**config.mk**
```make
export PLATFORM = sky130hd
export DESIGN_NAME = uart_wb_fifo_ctrl
export DESIGN_NICKNAME = d
export VERILOG_FILES = /design/src/rtl/uart_ctrl_pkg.sv /design/src/rtl/uart_sync_fifo.sv /design/src/rtl/uart_wb_fifo_ctrl.sv
export SDC_FILE = /design/constraint.sdc
export NUM_CORES = 1
export LEC_CHECK = 0
export CELL_PAD_IN_SITES_DETAIL_PLACEMENT = 1
export CELL_PAD_IN_SITES_GLOBAL_PLACEMENT = 1
export CORE_MARGIN = 2
export CORE_UTILIZATION = 47
export CTS_CLUSTER_DIAMETER = 60
export CTS_CLUSTER_SIZE = 24
export DETAILED_ROUTE_END_ITERATION = 12
export DONT_BUFFER_PORTS = 1
export GPL_ROUTABILITY_DRIVEN = 0
export PLACE_DENSITY = 0.79
export SETUP_SLACK_MARGIN = 0.05
export SKIP_LAST_GASP = 1
export SYNTH_ARGS = -nofsm -noshare
export SYNTH_HDL_FRONTEND = slang
export SYNTH_SLANG_ARGS = --single-unit
```
**constraint.sdc**
```tcl
create_clock -name clk -period 3.84 [get_ports clk]
set_clock_uncertainty 0.2 [all_clocks]
set_input_delay 0.768 -clock clk [delete_from_list [all_inputs] [get_ports clk]]
set_output_delay 0.768 -clock clk [all_outputs]
set_load 0.02 [all_outputs]
```
**src/rtl/uart_ctrl_pkg.sv**
```systemverilog
`default_nettype none
// ============================================================================
//  Module      : uart_ctrl_pkg
//  Description : Register map, bit positions and defaults shared by the UART
//                Wishbone FIFO controller and its FIFO sub-module.
//  Revision    : 1.0 - initial release
// ============================================================================
package uart_ctrl_pkg;

    // Register offsets relative to BASE_ADDR
    localparam logic [31:0] C_OFF_RX_DATA = 32'h0000_0000;
    localparam logic [31:0] C_OFF_TX_DATA = 32'h0000_0004;
    localparam logic [31:0] C_OFF_STAT    = 32'h0000_0008;
    localparam logic [31:0] C_OFF_ERR     = 32'h0000_000C;
    localparam logic [31:0] C_OFF_CTRL    = 32'h0000_0010;
    localparam logic [31:0] C_OFF_BAUD    = 32'h0000_0014;

    // STAT bit positions
    localparam int C_STAT_RX_EMPTY = 0;
    localparam int C_STAT_RX_FULL  = 1;
    localparam int C_STAT_TX_EMPTY = 2;
    localparam int C_STAT_TX_FULL  = 3;
    localparam int C_STAT_ERR_ANY  = 4;

    // ERR bit positions
    localparam int C_ERR_FRAME     = 0;
    localparam int C_ERR_PARITY    = 1;
    localparam int C_ERR_RX_OVR    = 2;
    localparam int C_ERR_TX_OVF    = 3;

    // CTRL bit positions
    localparam int C_CTRL_IE_RX_THR   = 0;
    localparam int C_CTRL_IE_TX_EMPTY = 1;
    localparam int C_CTRL_IE_ERR      = 2;
    localparam int C_CTRL_RX_FLUSH    = 3;
    localparam int C_CTRL_TX_FLUSH    = 4;

    localparam logic [15:0] C_BAUD_RST_DEFAULT = 16'd434;

    typedef enum logic [2:0] {
        REG_RX_DATA = 3'd0,
        REG_TX_DATA = 3'd1,
        REG_STAT    = 3'd2,
        REG_ERR     = 3'd3,
        REG_CTRL    = 3'd4,
        REG_BAUD    = 3'd5,
        REG_NONE    = 3'd6
    } reg_sel_e;

    // Map a window-relative byte offset to a register; anything else is unmapped
    function automatic reg_sel_e decode_reg(input logic [31:0] off);
        reg_sel_e sel;
        case (off)
            C_OFF_RX_DATA: sel = REG_RX_DATA;
            C_OFF_TX_DATA: sel = REG_TX_DATA;
            C_OFF_STAT:    sel = REG_STAT;
            C_OFF_ERR:     sel = REG_ERR;
            C_OFF_CTRL:    sel = REG_CTRL;
            C_OFF_BAUD:    sel = REG_BAUD;
            default:       sel = REG_NONE;
        endcase
        return sel;
    endfunction

endpackage
`default_nettype wire

```
**src/rtl/uart_sync_fifo.sv**
```systemverilog
`default_nettype none
// ============================================================================
//  Module      : uart_sync_fifo
//  Description : Synchronous first-word-fall-through FIFO with flush. A push
//                on a full FIFO is accepted only when a pop happens in the
//                same cycle; otherwise it is dropped and o_drop pulses.
//  Revision    : 1.0 - initial release
// ============================================================================
module uart_sync_fifo #(
    parameter int DATA_W = 8,
    parameter int DEPTH  = 16,
    localparam int AW    = $clog2(DEPTH),
    localparam int CW    = AW + 1
) (
    input  logic              clk,
    input  logic              rst,
    input  logic              i_push,
    input  logic [DATA_W-1:0] i_data,
    input  logic              i_pop,
    input  logic              i_flush,
    output logic [DATA_W-1:0] o_data,
    output logic [CW-1:0]     o_count,
    output logic              o_full,
    output logic              o_empty,
    output logic              o_drop
);

    logic [DATA_W-1:0] r_mem [DEPTH];
    logic [AW-1:0]     wr_ptr_q;
    logic [AW-1:0]     rd_ptr_q;
    logic [CW-1:0]     count_q;

    logic w_do_pop;
    logic w_do_push;

    assign o_empty   = (count_q == '0);
    assign o_full    = (count_q == CW'(DEPTH));
    assign o_count   = count_q;
    assign w_do_pop  = i_pop & ~o_empty & ~i_flush;
    assign w_do_push = i_push & (~o_full | w_do_pop) & ~i_flush;
    assign o_drop    = i_push & ~i_flush & ~w_do_push;
    // Head is forced to zero when empty so stale storage never leaks out
    assign o_data    = o_empty ? '0 : r_mem[rd_ptr_q];

    // Pointer and occupancy bookkeeping; flush overrides any push/pop
    always_ff @(posedge clk or posedge rst) begin
        if (rst) begin
            wr_ptr_q <= '0;
            rd_ptr_q <= '0;
            count_q  <= '0;
        end else if (i_flush) begin
            wr_ptr_q <= '0;
            rd_ptr_q <= '0;
            count_q  <= '0;
        end else begin
            if (w_do_push) wr_ptr_q <= wr_ptr_q + AW'(1);
            if (w_do_pop)  rd_ptr_q <= rd_ptr_q + AW'(1);
            case ({w_do_push, w_do_pop})
                2'b10:   count_q <= count_q + CW'(1);
                2'b01:   count_q <= count_q - CW'(1);
                default: count_q <= count_q;
            endcase
        end
    end

    // Storage array; contents are don't-care until written
    always_ff @(posedge clk) begin
        if (w_do_push) r_mem[wr_ptr_q] <= i_data;
    end

endmodule
`default_nettype wire

```
**src/rtl/uart_wb_fifo_ctrl.sv**
```systemverilog
`default_nettype none
// ============================================================================
//  Module      : uart_wb_fifo_ctrl
//  Description : Wishbone register front-end for the UART: RX/TX FIFOs,
//                sticky error flags, interrupt control and baud divisor.
//  Revision    : 1.0 - initial release
// ============================================================================
module uart_wb_fifo_ctrl
    import uart_ctrl_pkg::*;
#(
    parameter logic [31:0] BASE_ADDR  = 32'h3000_0000,
    parameter int          DATA_W     = 8,
    parameter int          FIFO_DEPTH = 16,
    parameter logic [15:0] BAUD_RST   = C_BAUD_RST_DEFAULT
) (
    input  logic              clk,
    input  logic              rst,
    input  logic              i_wb_valid,
    input  logic [31:0]       i_wb_adr,
    input  logic              i_wb_we,
    input  logic [31:0]       i_wb_dat,
    input  logic [3:0]        i_wb_sel,
    output logic              o_wb_ack,
    output logic [31:0]       o_wb_dat,
    input  logic [DATA_W-1:0] i_rx_data,
    input  logic              i_rx_valid,
    input  logic              i_frame_err,
    input  logic              i_parity_err,
    output logic [DATA_W-1:0] o_tx_data,
    output logic              o_tx_valid,
    input  logic              i_tx_ready,
    output logic [15:0]       o_baud_div,
    output logic              o_irq
);

    localparam int CW = $clog2(FIFO_DEPTH) + 1;

    logic        ack_q;
    logic [31:0] dat_q,  dat_d;
    logic [3:0]  err_q,  err_d;
    logic [2:0]  ie_q,   ie_d;
    logic [7:0]  thr_q,  thr_d;
    logic [15:0] baud_q, baud_d;
    logic        irq_q,  irq_d;

    logic [31:0] w_off;
    reg_sel_e    w_sel;
    logic        w_req, w_wr, w_rd;
    logic        w_ctrl_lo, w_ctrl_hi;
    logic [3:0]  w_err_clr, w_err_set;

    logic [DATA_W-1:0] w_rx_head, w_tx_head;
    logic [CW-1:0]     w_rx_count, w_tx_count;
    logic              w_rx_full, w_rx_empty, w_rx_drop;
    logic              w_tx_full, w_tx_empty, w_tx_drop;
    logic              w_rx_push, w_rx_pop, w_rx_flush;
    logic              w_tx_push, w_tx_pop, w_tx_flush;
    logic [7:0]        w_rx_cnt8, w_tx_cnt8;

    // A new request is only taken when no ack is outstanding, so acks never abut
    assign w_off     = i_wb_adr - BASE_ADDR;
    assign w_sel     = decode_reg(w_off);
    assign w_req     = i_wb_valid & ~ack_q;
    assign w_wr      = w_req & i_wb_we;
    assign w_rd      = w_req & ~i_wb_we;

    assign w_ctrl_lo = w_wr & (w_sel == REG_CTRL) & i_wb_sel[0];
    assign w_ctrl_hi = w_wr & (w_sel == REG_CTRL) & i_wb_sel[1];

    assign w_rx_push  = i_rx_valid & ~i_frame_err & ~i_parity_err;
    assign w_rx_pop   = w_rd & (w_sel == REG_RX_DATA);
    assign w_rx_flush = w_ctrl_lo & i_wb_dat[C_CTRL_RX_FLUSH];
    assign w_tx_push  = w_wr & (w_sel == REG_TX_DATA);
    assign w_tx_pop   = o_tx_valid & i_tx_ready;
    assign w_tx_flush = w_ctrl_lo & i_wb_dat[C_CTRL_TX_FLUSH];

    assign w_err_clr = (w_wr && w_sel == REG_ERR) ? i_wb_dat[3:0] : 4'b0000;
    assign w_err_set = {w_tx_drop, w_rx_drop,
                        i_rx_valid & i_parity_err, i_rx_valid & i_frame_err};

    assign w_rx_cnt8 = 8'(w_rx_count);
    assign w_tx_cnt8 = 8'(w_tx_count);

    uart_sync_fifo #(.DATA_W(DATA_W), .DEPTH(FIFO_DEPTH)) u_rx_fifo (
        .clk     (clk),
        .rst     (rst),
        .i_push  (w_rx_push),
        .i_data  (i_rx_data),
        .i_pop   (w_rx_pop),
        .i_flush (w_rx_flush),
        .o_data  (w_rx_head),
        .o_count (w_rx_count),
        .o_full  (w_rx_full),
        .o_empty (w_rx_empty),
        .o_drop  (w_rx_drop)
    );

    uart_sync_fifo #(.DATA_W(DATA_W), .DEPTH(FIFO_DEPTH)) u_tx_fifo (
        .clk     (clk),
        .rst     (rst),
        .i_push  (w_tx_push),
        .i_data  (i_wb_dat[DATA_W-1:0]),
        .i_pop   (w_tx_pop),
        .i_flush (w_tx_flush),
        .o_data  (w_tx_head),
        .o_count (w_tx_count),
        .o_full  (w_tx_full),
        .o_empty (w_tx_empty),
        .o_drop  (w_tx_drop)
    );

    // Next-state for read data, error flags, control, baud divisor and IRQ
    always_comb begin
        dat_d  = 32'h0;
        err_d  = (err_q & ~w_err_clr) | w_err_set;
        ie_d   = ie_q;
        thr_d  = thr_q;
        baud_d = baud_q;
        irq_d  = (ie_q[C_CTRL_IE_RX_THR] & (thr_q != 8'd0) & (w_rx_cnt8 >= thr_q))
               | (ie_q[C_CTRL_IE_TX_EMPTY] & w_tx_empty)
               | (ie_q[C_CTRL_IE_ERR] & (|err_q));

        if (w_ctrl_lo) ie_d  = i_wb_dat[2:0];
        if (w_ctrl_hi) thr_d = i_wb_dat[15:8];
        if (w_wr && w_sel == REG_BAUD) begin
            if (i_wb_sel[0]) baud_d[7:0]  = i_wb_dat[7:0];
            if (i_wb_sel[1]) baud_d[15:8] = i_wb_dat[15:8];
        end

        if (w_rd) begin
            case (w_sel)
                REG_RX_DATA: dat_d = 32'(w_rx_head);
                REG_STAT: begin
                    dat_d[C_STAT_RX_EMPTY] = w_rx_empty;
                    dat_d[C_STAT_RX_FULL]  = w_rx_full;
                    dat_d[C_STAT_TX_EMPTY] = w_tx_empty;
                    dat_d[C_STAT_TX_FULL]  = w_tx_full;
                    dat_d[C_STAT_ERR_ANY]  = |err_q;
                    dat_d[15:8]            = w_rx_cnt8;
                    dat_d[23:16]           = w_tx_cnt8;
                end
                REG_ERR:  dat_d = {28'h0, err_q};
                REG_CTRL: dat_d = {16'h0, thr_q, 5'b0, ie_q};
                REG_BAUD: dat_d = {16'h0, baud_q};
                default:  dat_d = 32'h0;
            endcase
        end
    end

    // Register state; reset abandons any pending bus cycle without an ack
    always_ff @(posedge clk or posedge rst) begin
        if (rst) begin
            ack_q  <= 1'b0;
            dat_q  <= 32'h0;
            err_q  <= 4'h0;
            ie_q   <= 3'h0;
            thr_q  <= 8'h0;
            baud_q <= BAUD_RST;
            irq_q  <= 1'b0;
        end else begin
            ack_q  <= w_req;
            dat_q  <= dat_d;
            err_q  <= err_d;
            ie_q   <= ie_d;
            thr_q  <= thr_d;
            baud_q <= baud_d;
            irq_q  <= irq_d;
        end
    end

    assign o_wb_ack   = ack_q;
    assign o_wb_dat   = dat_q;
    assign o_tx_data  = w_tx_head;
    assign o_tx_valid = ~w_tx_empty;
    assign o_baud_div = baud_q;
    assign o_irq      = irq_q;

    logic w_unused_ok;
    assign w_unused_ok = &{1'b0, i_wb_dat[31:16], i_wb_sel[3:2]};

endmodule
`default_nettype wire
```
==> key figures <==
CTS
  • Clock buffer depth: 3
  • H-tree Lvls: 1
  • CTS Buf Count: 24
  • Clock slew at reported path FFs: about 0.09 ns
  • Root buffer cell: clkbuf_16
  • Total clock sinks: around 340
  • Worst-skew pair later-pin latency: 0.56 ns
  • CTS tree: built

Worst setup path
  • Critical Path RT: 4.08 ns
  • Reg2reg end: u_tx_fifo.o_count[4]$_DFFE_PP0P_
  • Reg2Reg Setup Slack: approximately 0.34 ns
  • Crit start category: input pin
  • Critical Path Start: i_wb_adr[11]
  • Class of the most critical setup path: in -> reg
  • CP Max Fanout: 4
  • Crit path DAT: ~4.1 ns
  • Setup crit end: u_tx_fifo.o_count[4]$_DFFE_PP0P_
  • Worst R2R Path Depth: 14
  • R2R Path Start: u_tx_fifo.o_count[1]$_DFFE_PP0P_
  • Crit end category: register

Detailed routing
  • ANT nets after route: 0
  • Vias: between 7000 and 8000
  • Drt total wl: approximately 35000 um
  • Drc violations: 0
  • DRT iter0 DRCs: between 600 and 700
  • Post-DR wirelength/cell: 26.1 um
  • Vias/cell: 5.90
  • Pre-antenna DRT Iters: 6

Power
  • Worst VDD drop: roughly 0.50 mV
  • Leakage power: 5.75 nW
  • Total power: around 7.3 mW
  • PD cells: about 450 mW/mm^2

Die
  • Die width: between 150 and 200 um
  • Core footprint: about 0.030 mm^2
  • Starting density of the core: 0.475
  • Die height: 179 um
  • Row cnt: 64
  • Ports: approximately 140
  • Die Area: 0.0321 mm^2

Placed design
  • Hpwl dp: roughly 24000 um
  • Dpl cells: ~1300
  • Dpl cell area: about 0.015 mm^2
  • PortBufs: 0
  • Place WS: -0.605 ns

STA
  • Final hold slack: 0.0947 ns
  • # setup viols final: 3
  • Achievable Freq: between 200 and 300 MHz
  • Worst-Margin Slew: 0.972 ns
  • Fin crit share: 1.01
  • Setup TNS Final: -0.0683 ns
  • Final hold vios: 0
  • RSZ-0062 raised after global routing: true
  • Final Max Tran Viols: 0
  • Slew margin rel.: 0.352
  • Min cycle time layout: about 3.9 ns
  • Worst Slack Setup Final: -0.0432 ns

GRT
  • Largest net degree at the start of global routing: 56
  • Initial antenna violation count: 1
  • Vias in the first global route: around 8500
  • Total gr overflow: 0
  • Gr usage total: 0.219
  • First-pass GRT wire length: 52300 um

Synth
  • Netlist area before placement: approximately 0.014 mm^2
  • Register area share after synthesis: 0.671
  • Distinct cells, synth: 72
  • Post-synth EDFFs: around 260
  • Flops & latches, synth: 336
  • Synth warn: 0
  • Mapped Avg Cell Area: 16.7 um^2
  • Main synth FF type: edfxtp_1
  • Post-Syn Instances: between 800 and 900
  • Asr flop ratio synth: 0.238

Status
  • Status: finished, violations left
  • Failing checks: setup timing

Final layout
  • Fin cells: between 1000 and 1500
  • Commonest non-fill, non-tap cell in the layout: edfxtp_1
  • Fraction of layout cells with a size suffix above 1: 0.281
  • Layout area overhead: 12.8%
  • Fin area: 0.0163 mm^2
  • Fin util: 0.535
  • ANT cells: 0
  • Most frequent cells in the layout: 256 x edfxtp_1, 73 x dfrtp_1, 72 x mux4_2, 68 x buf_4, 59 x nor2_1
  • Nets: 1027

Flow run
  • Max-Cap Viols: 0

Worst hold path
  • Worst hold path class: in -> async
-- worst max-delay path: stages --
cell	delay, ns
nor4_4	0.30
nand4_2	0.21
or2_4	0.30
nor2_4	0.12
inv_2	0.05
ha_4	0.15
or2_4	0.24
nor4_4	0.34
buf_4	0.18
nand3_2	0.06
and2_4	0.18
ha_4	0.17
xor2_2	0.18
ha_4	0.18
a21o_1	0.11
nand2_1	0.05
a21o_1	0.15
a31oi_1	0.20
xnor2_1	0.14
nor2_1	0.06
-- layout make-up --
| cell class | count | area, um^2 |
|---|---|---|
| Clock buffer | 26 | 608 |
| Sequential cell | 336 | 9700 |
| Multi-Input combinational cell | 465 | 4650 |
| Fill cell | 2869 | 14100 |
| Tap cell | 396 | 495 |
| Clock inverter | 18 | 215 |
| Timing Repair Buffer | 70 | 542 |
| Inverter | 22 | 86.3 |
-- cells in the mapped netlist (7+ instances only) --
cell | n | share of area
a211oi_1 | 10 | 0.0052
a21oi_1 | 15 | 0.0052
a22oi_1 | 15 | 0.0078
and2_1 | 19 | 0.0082
and3_1 | 20 | 0.0087
buf_2 | 13 | 0.0045
buf_4 | 14 | 0.0073
clkbuf_1 | 22 | 0.0057
dfrtp_1 | 75 | 0.13
edfxtp_1 | 256 | 0.53
ha_1 | 24 | 0.021
inv_1 | 20 | 0.0052
mux2_2 | 15 | 0.012
mux2_4 | 8 | 0.0083
mux2i_1 | 13 | 0.0090
mux4_2 | 72 | 0.11
nand2_1 | 25 | 0.0065
nand3_1 | 7 | 0.0024
nor2_1 | 61 | 0.016
nor2b_1 | 17 | 0.0074
nor3_1 | 10 | 0.0035
nor4_2 | 8 | 0.0069
o21ai_0 | 14 | 0.0049
xnor2_1 | 11 | 0.0067
xor2_1 | 12 | 0.0073
-- power breakdown --
group / internal, mW / switching, mW / leakage (nW)
Clock: 1.24 / 1.39 / 0.393
Sequential: 3.99 / 0.109 / 3.34
Combinational: 0.274 / 0.333 / 2.01
Total: 5.51 / 1.84 / 5.75
-- what timing repair did --
| action | CTS | global route |
|---|---|---|
| hold buffers | 0 | 0 |
| resized for setup | 5 | 21 |
| endpoints found under the setup margin | 5 | 9 |
| pin swaps | 3 | 27 |
| setup buffers | 1 | 6 |
-- per-layer routing --
layer	vias to the layer above	track usage	part of all wire
li1	3456	-	-
met1	4149	0.286	0.40
met2	212	0.378	0.52
met3	54	0.0416	0.052
met4	0	0.0585	0.026
met5	-	0	0
-- state kept, by name (all words and copies together), names as in the netlist --
signal and count:
o_baud_div 16, o_wb_ack 1, u_tx_fifo.r_mem 128, u_rx_fifo.wr_ptr_q 4, u_rx_fifo.r_mem 128, o_irq 1, u_rx_fifo.o_count 5, ie_q 3
u_tx_fifo.wr_ptr_q 4, thr_q 8, u_rx_fifo.rd_ptr_q 4, u_tx_fifo.rd_ptr_q 4, u_tx_fifo.o_count 5, o_wb_dat 21, err_q 4
-- worst min-delay path by stage --
stage	start	end	slack, ns	cells past startpoint
detailed placement	err_q[0]$_DFF_PP0_	err_q[0]$_DFF_PP0_	0.32	1
floorplan	err_q[0]$_DFF_PP0_	err_q[0]$_DFF_PP0_	0.28	1
finish	rst	o_wb_dat[14]$_DFF_PP0_	0.09	1
global route	i_rx_data[7]	u_rx_fifo.r_mem[3][7]$_DFFE_PP_	0.08	0
CTS	i_rx_data[7]	u_rx_fifo.r_mem[3][7]$_DFFE_PP_	0.08	0
global placement	err_q[0]$_DFF_PP0_	err_q[0]$_DFF_PP0_	0.32	1
-- cells by family after synthesis --
group / Yosys count / synth area share
buffers and inverters: 75 / 0.0248
flip-flops: 336 / 0.671
other: 1 / 0.000260
XOR/XNOR: 23 / 0.0139
AO/OA/AOI/OAI: 93 / 0.0463
adder cells (fa/ha/maj): 24 / 0.0208
AND/OR/NAND/NOR: 206 / 0.0813
multiplexers: 108 / 0.141
(Power assumes the default switching activity.)
